`src/rtl/mem_arbiter.sv`:
```
`default_nettype none
// ============================================================================
// Module      : mem_arbiter
// Description : Round-robin arbiter sharing one single-port word memory
//               between the instruction-fetch path (if_*) and the load/store
//               path (ls_*). It grants at most one access per cycle, with
//               zero-cycle grant latency. Each granted address is checked for
//               word alignment and for range, and a registered response is
//               returned one cycle after the grant. A saturating counter
//               accumulates request-cycles that were left ungranted.
// Ports       : clk, rst_n            clock, asynchronous active-low reset
//               if_req/if_addr        fetch request in
//               if_gnt/if_rvalid/if_rdata/if_err  fetch grant and response
//               ls_req/ls_we/ls_addr/ls_wdata     load/store request in
//               ls_gnt/ls_rvalid/ls_rdata/ls_err  load/store grant, response
//               mem_en/mem_we/mem_addr/mem_wdata  memory request out
//               mem_rdata             combinational memory read data in
//               stall_cnt             saturating ungranted-request counter
// Revision    : 1.0 - initial release
// ============================================================================
module mem_arbiter #(
    parameter int DEPTH = 16,
    parameter int CNT_W = 16
) (
    input  logic             clk,
    input  logic             rst_n,
    input  logic             if_req,
    input  logic [31:0]      if_addr,
    output logic             if_gnt,
    output logic             if_rvalid,
    output logic [31:0]      if_rdata,
    output logic             if_err,
    input  logic             ls_req,
    input  logic             ls_we,
    input  logic [31:0]      ls_addr,
    input  logic [31:0]      ls_wdata,
    output logic             ls_gnt,
    output logic             ls_rvalid,
    output logic [31:0]      ls_rdata,
    output logic             ls_err,
    output logic             mem_en,
    output logic             mem_we,
    output logic [31:0]      mem_addr,
    output logic [31:0]      mem_wdata,
    input  logic [31:0]      mem_rdata,
    output logic [CNT_W-1:0] stall_cnt
);

    localparam logic [29:0] c_depth_words = 30'(DEPTH);

    // r_last: most recent grant, 0 = fetch, 1 = load/store.
    logic              r_last;
    logic              w_if_gnt;
    logic              w_ls_gnt;
    logic              w_gnt;
    logic [31:0]       w_addr;
    logic              w_legal;
    logic              w_stall;
    logic [CNT_W-1:0]  r_stall_cnt;

    // Round robin: on a conflict the requester that did not win last time
    // wins now. Grants are gated by rst_n so nothing is issued in reset.
    always_comb begin
        w_if_gnt = rst_n & if_req & (~ls_req | r_last);
        w_ls_gnt = rst_n & ls_req & (~if_req | ~r_last);
        w_gnt    = w_if_gnt | w_ls_gnt;
    end

    // Address of whichever requester is granted (fetch when none).
    assign w_addr  = w_ls_gnt ? ls_addr : if_addr;
    assign w_legal = (w_addr[1:0] == 2'b00) && (w_addr[31:2] < c_depth_words);

    // Illegal accesses are still granted but never reach the memory.
    always_comb begin
        mem_en    = w_gnt & w_legal;
        mem_we    = mem_en & w_ls_gnt & ls_we;
        mem_addr  = mem_en ? w_addr   : 32'd0;
        mem_wdata = mem_en ? ls_wdata : 32'd0;
    end

    assign if_gnt = w_if_gnt;
    assign ls_gnt = w_ls_gnt;

    // Only one requester can be waiting in any cycle, so +1 is the maximum.
    assign w_stall = (if_req & ~w_if_gnt) | (ls_req & ~w_ls_gnt);

    always_ff @(posedge clk or negedge rst_n) begin
        if (!rst_n) begin
            r_last <= 1'b1;
        end else if (w_gnt) begin
            r_last <= w_ls_gnt;
        end
    end

    // Response register. rdata/err only update on a grant so they hold
    // their previous value while rvalid is low.
    always_ff @(posedge clk or negedge rst_n) begin
        if (!rst_n) begin
            if_rvalid <= 1'b0;
            if_rdata  <= 32'd0;
            if_err    <= 1'b0;
            ls_rvalid <= 1'b0;
            ls_rdata  <= 32'd0;
            ls_err    <= 1'b0;
        end else begin
            if_rvalid <= w_if_gnt;
            ls_rvalid <= w_ls_gnt;
            if (w_if_gnt) begin
                if_rdata <= w_legal ? mem_rdata : 32'd0;
                if_err   <= ~w_legal;
            end
            if (w_ls_gnt) begin
                ls_rdata <= (w_legal && !ls_we) ? mem_rdata : 32'd0;
                ls_err   <= ~w_legal;
            end
        end
    end

    always_ff @(posedge clk or negedge rst_n) begin
        if (!rst_n) begin
            r_stall_cnt <= '0;
        end else if (w_stall && (r_stall_cnt != {CNT_W{1'b1}})) begin
            r_stall_cnt <= r_stall_cnt + 1'b1;
        end
    end

    assign stall_cnt = r_stall_cnt;

endmodule
`default_nettype wire
```
`config.mk`:
```
export PLATFORM = sky130hd
export DESIGN_NAME = mem_arbiter
export DESIGN_NICKNAME = d
export VERILOG_FILES = /design/src/rtl/mem_arbiter.sv
export SDC_FILE = /design/constraint.sdc
export NUM_CORES = 1
export LEC_CHECK = 0
export BUFFER_PORTS_ARGS = -buffer_cell sky130_fd_sc_hd__buf_2
export CAP_MARGIN = 20
export CORE_MARGIN = 2
export CORE_UTILIZATION = 30
export CTS_CLUSTER_SIZE = 10
export DETAILED_ROUTE_END_ITERATION = 7
export PLACE_DENSITY = 0.69
export SYNTH_ARGS = -nofsm -noshare
export SYNTH_HDL_FRONTEND = slang
export SYNTH_SLANG_ARGS = --single-unit
export TNS_END_PERCENT = 50
```
`constraint.sdc`:
```
create_clock -name clk -period 2.91 [get_ports clk]
set_clock_uncertainty 0.15 [all_clocks]
set_input_delay 0.582 -clock clk [delete_from_list [all_inputs] [get_ports clk]]
set_output_delay 0.582 -clock clk [all_outputs]
set_load 0.03 [all_outputs]
```
Yosys cells after proc, flatten, opt, wreduce, memory -nomap -nowiden
Cells that the tools add are included.
Operators by class
  muxes and demuxes: 5
  shift-type cells: 0
  equality and inequality tests: 1
  reductions and logical operators: 5
  $add $sub $neg: 1
  multiply operators: 0
  bitwise logic cells: 19
  div/mod/pow operators: 0
  order comparisons: 1
Operator list (number)
  two-way mux 32 bit: 5
  < comparator 30 x 5 -> 1 bit, second input constant: 1
  adder 16 x 1 -> 16 bit, second input constant: 1
  inequality test 16 bit, second input constant: 1
  bitwise AND 1 bit: 9
  inverter 1 bit: 6
  OR 1 bit: 4
  logical AND 1 bit: 3
  zero test 2 bit: 1
  zero test 1 bit: 1
Storage, ports and cells
  register bits: 85
  bits in latches: 0
  memories kept: 0
  logic and storage cells: 40
  memory bits (writable): 0
  input bits: 133
  bits in read-only memories: 0

Logic depth before layout (Yosys ltp)
Gate-level depths: netlist of the first run.
  depth in word-level cells: 9
  gate-level depth with buffers: 9
  gate-level depth less buffers: 6

Worst setup path before layout of the first run
Ideal clock, no wire load.
  kind: input-to-output
  start: in ls_addr[18]
  end: out mem_addr[2]
  arrival: 2.363 ns
  buffers on the path: 2
  stages: 6
  data required time: 2.178 ns
  path slack: -0.185 ns
  cell sequence: or4_4 -> o31ai_4 -> a21bo_1 -> buf_6 -> buf_6 -> nor2_1
Between the ends
  longest elaborated chain between the ends: 5
Ends and longest elaborated chain
  start: declaration: line 35  | input logic [31:0] ls_addr,
  two-way mux 32 bit: line 70  | assign w_addr = w_ls_gnt ? ls_addr : if_addr;
  < comparator 30 x 5 -> 1 bit: line 71  | assign w_legal = (w_addr[1:0] == 2'b00) && (w_addr[31:2] < c_depth_words);
  logical AND 1 bit: line 71
  bitwise AND 1 bit: line 75  | mem_en = w_gnt & w_legal;
  two-way mux 32 bit: line 77  | mem_addr = mem_en ? w_addr : 32'd0;
  end: declaration: line 43  | output logic [31:0] mem_addr,
No other way between the ends.

Final worst setup path of the first run
  start: in if_addr[30]
  end: out mem_addr[2]
Between the ends
  longest elaborated chain between the ends: 5
Ends and longest elaborated chain
  start: declaration: line 28  | input logic [31:0] if_addr,
  two-way mux 32 bit: line 70
  < comparator 30 x 5 -> 1 bit: line 71
  logical AND 1 bit: line 71
  bitwise AND 1 bit: line 75
  two-way mux 32 bit: line 77
No other way between the ends.

==> run_results.csv, run 1 <==
group,metric,value,unit
timing,finalSetupViolations,2,
yosys,synth_edf_count,0,
setup_path,critical_path_class,"input port to output port",
placement,dp_slack,-0.106,ns
yosys,synthArstFlopShare,100,%
clock_network,path_clk_slew,0.06,ns
grt,grt_use_total,17.0,%
setup_path,crit_path_start_kind,"input port",
setup_path,required,2.18,ns
setup_path,crit_fanout,6,
timing,worst_pin_slew,0.818,ns
timing,fmax,0.342,GHz
power,pwr-share-clk,38.3,%
power,comb_power_share,17.9,%
min_path,hp-class,"input port to async pin",
power,irDropWorstVdd,0.295,mV
yosys,synth_seq_cells,85,
clock_network,hold_buffers,0,
clock_network,clock_tree.root_cell,"clkbuf_16",
yosys,yosysSeqAreaShare,50.4,%
floorplanning,die_h,123,um
timing,drv_slew,0,
layout,layout-drive-gt1-share,51.4,%
grt,grt_max_degree,65,
placement,place_hpwl,10100,um
detailed_routing,drt_wl_total,13200,um
floorplanning,die_x,123,um
floorplanning,start_util,30.5,%
power,internal_power,2110,uW
yosys,syn_avg_cell_area,10.8,sq um
timing,period_minus_slack,2.92,ns
yosys,synthCells,392,
placement,io_buffers,256,
setup_path,worstPathArrival,2.19,ns
grt,grt_overflow,0,
power,swShare,29.9,%
power,p_seq_share,43.9,%
clock_network,cts_buffers,9,
run_status,outcome,"finished with violations",
clock_network,clkSinkCount,85,
placement,gp_congestion,0.867,
power,leakage,0.00347,uW
detailed_routing,wl_per_cell,15.7,um
clock_network,cts_tree,"built",
layout,antennaDiodeCount,0,
yosys,synth-warning-count,0,
layout,final_nets,790,
run_status,violations,"negative setup slack",
power,p_total,3010,uW
clock_network,clock_latency,0.33,ns
layout,areaGrowthSynthToFinish,49.6,%
timing,hold_violations,0,
grt,grt_pass1_vias,3690,
grt,grt_pass1_wl,19600,um
detailed_routing,vias,3865,
timing,finalCritPeriodShare,100,%
detailed_routing,ant_nets,0,
floorplanning,ios,285,
timing,maxSlewHeadroom,45.5,%
floorplanning,die-area,15000,sq um
job,cap_viol_max_count,0,
detailed_routing,drc,0,
power,switchingPower,900,uW
detailed_routing,drt_iter0_markers,216,
floorplanning,rows,43,
yosys,syn-cell-area,4220,sq um
timing,rsz0062_at_grt,"yes",
clock_network,clk_path_buf_depth,2,
timing,setup_ws,-0.0122,ns
floorplanning,coreArea,13800,sq um
yosys,synth.distinct_cells,39,
setup_path,critPathCaptureType,"output port",
detailed_routing,via_per_inst,4.60,
grt,antenna_found_initial,0,
clock_network,cts_max_level,3,
yosys,synth_flop_cell,"dfrtp_1",
detailed_routing,dr.pass1.iters,4,
power,powerDensity,477,nW/um^2
what timing repair did:
item | CTS | global route
buffers inserted | 2 | 1
hold endpoints to repair | 0 | 0
endpoints found under the setup margin | 38 | 38
pin swaps | 3 | 7
gates resized for setup | 75 | 15
logic make-up (layout without fill, tap and decap cells):
kind of cell	after synthesis	count (layout)	synth area share [%]
simple gates	124	124	15.6
buf+inv	89	331	11.4
flops	85	85	50.4
compound gates	74	74	18.3
xor+xnor	15	15	3.11
fa+ha+maj	2	2	0.534
mux	2	2	0.534
other cells	1	28	0.0889
cells in the mapped netlist, types with 6 or more instances:
| library cell | number | area, sq um |
|---|---|---|
| o31ai_4 | 11 | 234 |
| and3_1 | 33 | 206 |
| inv_1 | 35 | 131 |
| dfrtp_1 | 84 | 2100 |
| buf_4 | 31 | 233 |
| nand2_1 | 41 | 154 |
| nand3_1 | 6 | 30.0 |
| clkbuf_1 | 15 | 56.3 |
| a22o_1 | 32 | 280 |
| nand4_1 | 9 | 56.3 |
| nor2_1 | 10 | 37.5 |
| o31ai_1 | 17 | 128 |
| xnor2_1 | 12 | 105 |
| nor4_1 | 12 | 75.1 |
final cells by class:
cell class | count | area [sq um]
Multi-Input combinational cell | 245 | 1790
Fill cell | 1325 | 7510
Inverter | 37 | 139
Clock buffer | 11 | 243
Clock inverter | 5 | 60.1
Timing Repair Buffer | 278 | 1730
Sequential cell | 85 | 2130
Tap cell | 180 | 225
placed cells by master, fill, tap and decap left out, types with 2 or more instances in the layout:
cell,count
a22o_1,32
a22oi_1,4
and2_1,3
and3_1,20
and3_2,12
buf_12,2
buf_2,215
buf_4,20
buf_6,41
clkbuf_16,9
clkinv_4,2
conb_1,28
dfrtp_1,84
inv_1,35
mux2_2,2
nand2_1,41
nand3_1,6
nand4_1,9
nor2_1,4
nor2_2,3
nor2_4,3
nor4_1,12
o31ai_1,17
o31ai_2,5
o31ai_4,11
or4_4,4
xnor2_1,12
xor2_1,3
routing by layer:
metal	GRT usage [%]	vias up	wire (um)
li1	-	1852	-
met1	21.2	1828	5310
met2	29.2	169	6700
met3	3.95	16	932
met4	5.24	0	243
met5	0	-	0
metrics by stage:
stage / hold slack [ns] / utilization, % / instance area [sq um] / std cells / TNS, ns
final: 0.110 / 45.7 / 6310 / 841 / -0.0132
after global placement: 0.304 / 41.2 / 5690 / 822 / -1.74
after detailed placement: 0.311 / 41.2 / 5690 / 822 / -1.90
after global routing: 0.123 / 45.7 / 6310 / 841 / -2.59
after CTS: 0.107 / 45.2 / 6250 / 840 / -1.67
after floorplan: 0.136 / - / 4350 / 419 / -0.762
power groups by stage:
stage | clock network [uW] | registers, uW | logic (uW)
floorplan | 0 | 1440 | 224
finish | 1150 | 1320 | 538
CTS | 1180 | 1320 | 543
global route | 1240 | 1330 | 582
detailed placement | 0 | 1340 | 540
global placement | 0 | 1340 | 531
critical path, cell delays in order:
cell and delay [ns]:
buf_6 0.09, or4_1 0.51, nor2_1 0.12, nand4_1 0.15
buf_4 0.17, a21bo_4 0.26, nor2_2 0.15, buf_6 0.15
flip-flops by register name, summed over array words and instances (netlist names):
register / flops
if_rvalid: 1
if_err: 1
ls_err: 1
ls_rdata: 32
ls_rvalid: 1
if_rdata: 32
stall_cnt: 16
r_last: 1
final timing paths:
kind	start	end	slack [ns]	depth (start not counted)
worst max-delay path	if_addr[30]	mem_addr[2]	-0.01	8
worst min-delay path	rst_n	if_rdata[21]	0.11	2
worst max register to register	r_last	if_rdata[10]	0.43	9
worst min register to register	if_rdata[1]	if_rdata[1]	0.32	2
max in group asynchronous	rst_n	ls_rdata[15]	1.41	3
min in group clk	if_rdata[1]	if_rdata[1]	0.32	2
Power figures use the tool's default switching activity.
==> run 2: changes to the inputs <==
- CORE_AREA: unset -> 2 2 110 112
- CORE_MARGIN: 2 -> unset
- CORE_UTILIZATION: 30 -> unset
- DIE_AREA: unset -> 0 0 112 114
- PLACE_DENSITY: 0.69 -> 0.8
==> run_results.csv, run 2 (synthesized netlist as in run 1, its figures left out) <==
group,metric,value,unit
setup_path,crit_fanout,33,
clock_network,cts_max_level,3,
power,p_total,3090,uW
setup_path,crit_family,"simple AND/OR/NAND/NOR gates",
power,leakage,0.00347,uW
floorplanning,ios,285,
timing,drv_slew,0,
job,cap_viol_max_count,0,
placement,place_hpwl,9830,um
layout,stdcell_area,6250,sq um
floorplanning,coreArea,11700,sq um
timing,worst_pin_slew,0.835,ns
clock_network,cts_tree,"built",
detailed_routing,wl_per_cell,16.4,um
layout,layout_common_cells,"buf_2, dfrtp_1, nand2_1",
grt,grt_pass1_vias,3755,
layout,layout-drive-gt1-share,51.4,%
setup_path,crit_path_start_kind,"input port",
timing,period_minus_slack,2.95,ns
setup_path,required,2.18,ns
floorplanning,die_x,112,um
floorplanning,die-area,12800,sq um
setup_path,worstPathArrival,2.22,ns
grt,grt_use_total,20.2,%
setup_path,r2r_setup_slack,0.50,ns
setup_path,crit_buf_inv,3,
timing,finalSetupViolations,19,
power,irDropWorstVdd,0.349,mV
setup_path,cp_cell_sequence,"buf_2 > or4_4 > nor2_2 > nand4_1 > o21ai_2 > buf_12 > and3_1 > buf_6",
run_status,violations,"negative setup slack",
setup_path,r2r_start,"r_last",
grt,grt_max_degree,67,
clock_network,clock_latency,0.33,ns
setup_path,critical_path.slowest_cell,"or4_4",
grt,grt_pass1_wl,20000,um
setup_path,cp_slowest_stage_delay,0.52,ns
detailed_routing,ant_nets,0,
clock_network,path_clk_slew,0.06,ns
timing,rsz0062_at_grt,"yes",
power,powerDensity,495,nW/um^2
min_path,hp-class,"input port to async pin",
detailed_routing,vias,3858,
setup_path,worst_r2r_path_depth,7,
timing,finalCritPeriodShare,101,%
floorplanning,start_util,36.0,%
placement,gp_congestion,0.840,
floorplanning,rows,40,
timing,maxSlewHeadroom,44.3,%
placement,io_buffers,256,
layout,antennaDiodeCount,0,
detailed_routing,drc,0,
detailed_routing,drt_wl_total,13300,um
layout,final_nets,788,
grt,antenna_found_initial,0,
clock_network,hold_buffers,0,
detailed_routing,dr.pass1.iters,4,
timing,setup_ws,-0.0373,ns
setup_path,critPathCaptureType,"output port",
layout,final_common_cell,"buf_2",
layout,areaGrowthSynthToFinish,48.1,%
detailed_routing,drt_iter0_markers,275,
timing,fmax,0.339,GHz
clock_network,clk_path_buf_depth,2,
clock_network,cts_buffers,9,
clock_network,clock_tree.root_cell,"clkbuf_16",
floorplanning,die_h,114,um
run_status,outcome,"finished with violations",
detailed_routing,via_per_inst,4.79,
setup_path,r2r_end,"if_err",
setup_path,critical_path_class,"input port to output port",
timing,setup_tns,-0.243,ns
timing,hold_violations,0,
clock_network,clkSinkCount,85,
grt,grt_overflow,0,
placement,place_area,5650,sq um
==> run 2: power breakdown <==
part | leakage [uW] | internal (uW) | switching, uW
clock network | 0.000156 | 777 | 458
registers | 0.00116 | 1240 | 77.0
logic | 0.00215 | 180 | 358
total | 0.00347 | 2200 | 893
==> run 2: what timing repair did <==
item | CTS | global route
buffers inserted | 0 | 1
pin swaps | 0 | 4
endpoints found under the hold margin | 0 | 0
gates resized for setup | 74 | 11
endpoints found under the setup margin | 38 | 38
==> run 2: stage by stage <==
step                      utilization (%)  setup slack [ns]  hold WS, ns  cells
final                                53.4           -0.0373       0.0882    806
after floorplan                         -           -0.0607        0.136    419
after detailed placement             48.2            -0.126        0.311    789
after global placement               48.2            -0.134        0.308    789
after CTS                            53.0           -0.0411       0.0896    805
after global routing                 53.4           -0.0829       0.0975    806
==> run 2: area by class of cell <==
class                      count  area (sq um)
clock buffer                  11           243
clock inverter                 5          81.3
fill                        1052          5460
inverter                      37           139
multi-input combinational    245          1780
sequential                    85          2130
tap                          147           184
timing repair buffer         276          1700
==> run 2: how the worst max path moves through the flow <==
stage / start / end / slack [ns] / depth (start not counted)
after floorplan: ls_addr[18] / mem_addr[2] / -0.06 / 6
final: if_addr[30] / mem_wdata[5] / -0.04 / 8
after global routing: if_addr[30] / mem_wdata[0] / -0.08 / 8
after CTS: if_addr[30] / mem_wdata[15] / -0.04 / 8
after global placement: if_req / mem_addr[3] / -0.13 / 8
after detailed placement: if_req / mem_wdata[15] / -0.13 / 8
==> run 2: metal layers <==
layer	track usage, %	wire length, um	vias up
li1	-	-	1849
met1	24.1	5140	1826
met2	36.0	7040	167
met3	4.09	804	16
met4	7.72	268	0
met5	0	0	-
==> run 3: changes to the inputs <==
- RECOVER_POWER: unset -> 100
- SLEW_MARGIN: unset -> 5
==> run_results.csv, run 3 (synthesized netlist as in run 1, its figures left out) <==
group,metric,value,unit
power,leakage,0.00347,uW
floorplanning,die_x,112,um
setup_path,critPathCaptureType,"output port",
power,switchingPower,891,uW
placement,place_hpwl,9830,um
power,irDropWorstVdd,0.349,mV
job,cap_viol_max_count,0,
layout,layout-drive-gt1-share,51.4,%
clock_network,clock_tree.root_cell,"clkbuf_16",
layout,layout_common_cells,"buf_2, dfrtp_1, nand2_1",
clock_network,path_clk_slew,0.06,ns
clock_network,clkSinkCount,85,
setup_path,critical_path_class,"input port to output port",
detailed_routing,drt_iter0_markers,275,
floorplanning,coreArea,11700,sq um
power,internal_power,2200,uW
clock_network,cts_max_level,3,
layout,utilization,53.4,%
timing,maxSlewHeadroom,44.3,%
power,swShare,28.8,%
layout,final_common_cell,"buf_2",
floorplanning,die-area,12800,sq um
timing,finalCritPeriodShare,101,%
layout,fillCellCount,1052,
grt,grt_max_degree,67,
floorplanning,die_h,114,um
placement,place_area,5650,sq um
floorplanning,start_util,36.0,%
layout,stdcell_area,6250,sq um
power,p_total,3090,uW
min_path,hp-class,"input port to async pin",
setup_path,worstPathArrival,2.22,ns
timing,period_minus_slack,2.95,ns
grt,grtUsageMet2,36.0,%
timing,drv_slew,0,
clock_network,cts_buffers,9,
setup_path,required,2.18,ns
layout,areaGrowthSynthToFinish,48.1,%
timing,setup_ws,-0.0373,ns
layout,multiInputGateArea,1780,sq um
clock_network,clock_latency,0.33,ns
timing,rsz0062_at_grt,"yes",
setup_path,crit_path_start_kind,"input port",
placement,gp_congestion,0.840,
power,comb_power_share,17.4,%
grt,grt_overflow,0,
run_status,outcome,"finished with violations",
timing,holdWs,0.0882,ns
detailed_routing,drt_wl_total,13200,um
timing,finalSetupViolations,19,
clock_network,clk_path_buf_depth,2,
grt,grt_most_used_layer,"met2",
clock_network,hold_buffers,0,
detailed_routing,drc,0,
timing,worst_pin_slew,0.835,ns
placement,io_buffers,256,
grt,antenna_found_initial,0,
grt,grt_use_total,20.2,%
run_status,violations,"negative setup slack",
detailed_routing,ant_nets,0,
layout,antennaDiodeCount,0,
detailed_routing,dr.pass1.iters,4,
grt,grt_util_met3,4.09,%
grt,grt_pass1_vias,3755,
floorplanning,ios,285,
clock_network,cts_tree,"built",
detailed_routing,wl_per_cell,16.4,um
placement,dp_slack,-0.126,ns
timing,fmax,0.339,GHz
floorplanning,rows,40,
power,powerDensity,494,nW/um^2
setup_path,crit_fanout,33,
layout,final_nets,788,
grt,grt_pass1_wl,20000,um
power,p_seq_share,42.7,%
power,pwr-share-clk,39.9,%
grt,grt_util_met1,24.1,%
detailed_routing,vias,3862,
detailed_routing,via_per_inst,4.79,
timing,hold_violations,0,
layout,seqCellArea,2130,sq um
[run 3: cell counts in the layout (fill, tap and decap cells not counted)]
Identical to the previous run, type by type.
[run 3: worst paths after layout]
path / start / endpoint / slack [ns] / cells past startpoint
worst max-delay path: if_addr[30] / mem_wdata[5] / -0.04 / 8
worst min-delay path: rst_n / stall_cnt[2] / 0.09 / 2
worst max register to register: r_last / if_err / 0.50 / 7
worst min register to register: if_rdata[1] / if_rdata[1] / 0.32 / 2
max in group asynchronous: rst_n / ls_rdata[31] / 1.41 / 3
min in group clk: if_rdata[1] / if_rdata[1] / 0.32 / 2
[run 3: repair_timing]
| item | 4_1_cts | 5_1_grt |
|---|---|---|
| setup endpoints to repair | 38 | 38 |
| pin swaps | 0 | 4 |
| setup buffers | 0 | 1 |
| resized for setup | 74 | 11 |
[run 3: worst max-delay path, stage by stage]
cell and delay, ns:
buf_2 0.10, or4_4 0.52, nor2_2 0.11, nand4_1 0.13, o21ai_2 0.22, buf_12 0.19, and3_1 0.22, buf_6 0.15
[run 3: cell type report]
cell class              count  share of cell area [%]
clock buffers              11                    3.88
clock inverters             5                    1.30
inverters                  37                    2.22
multi-input cells         245                    28.5
flip-flops and latches     85                    34.0
well taps                 147                    2.94
repair buffers            276                    27.1
[run 3: stage by stage]
step,setup TNS (ns),std cells
4_1_cts,-0.498,805
3_3_place_gp,-3.58,789
6_report,-0.243,806
5_1_grt,-2.04,806
3_5_place_dp,-3.90,789
2_1_floorplan,-0.762,419
[run 3: power groups by stage]
stage | Sequential, uW | Clock, uW | Combinational, uW
floorplan | 1440 | 0 | 224
global placement | 1340 | 0 | 530
detailed placement | 1340 | 0 | 535
CTS | 1320 | 1270 | 537
global route | 1330 | 1330 | 576
finish | 1320 | 1230 | 537
[run 3: per-layer routing]
layer	vias up	wire [um]
li1	1849	-
met1	1820	5130
met2	177	7020
met3	16	822
met4	0	268
met5	-	0
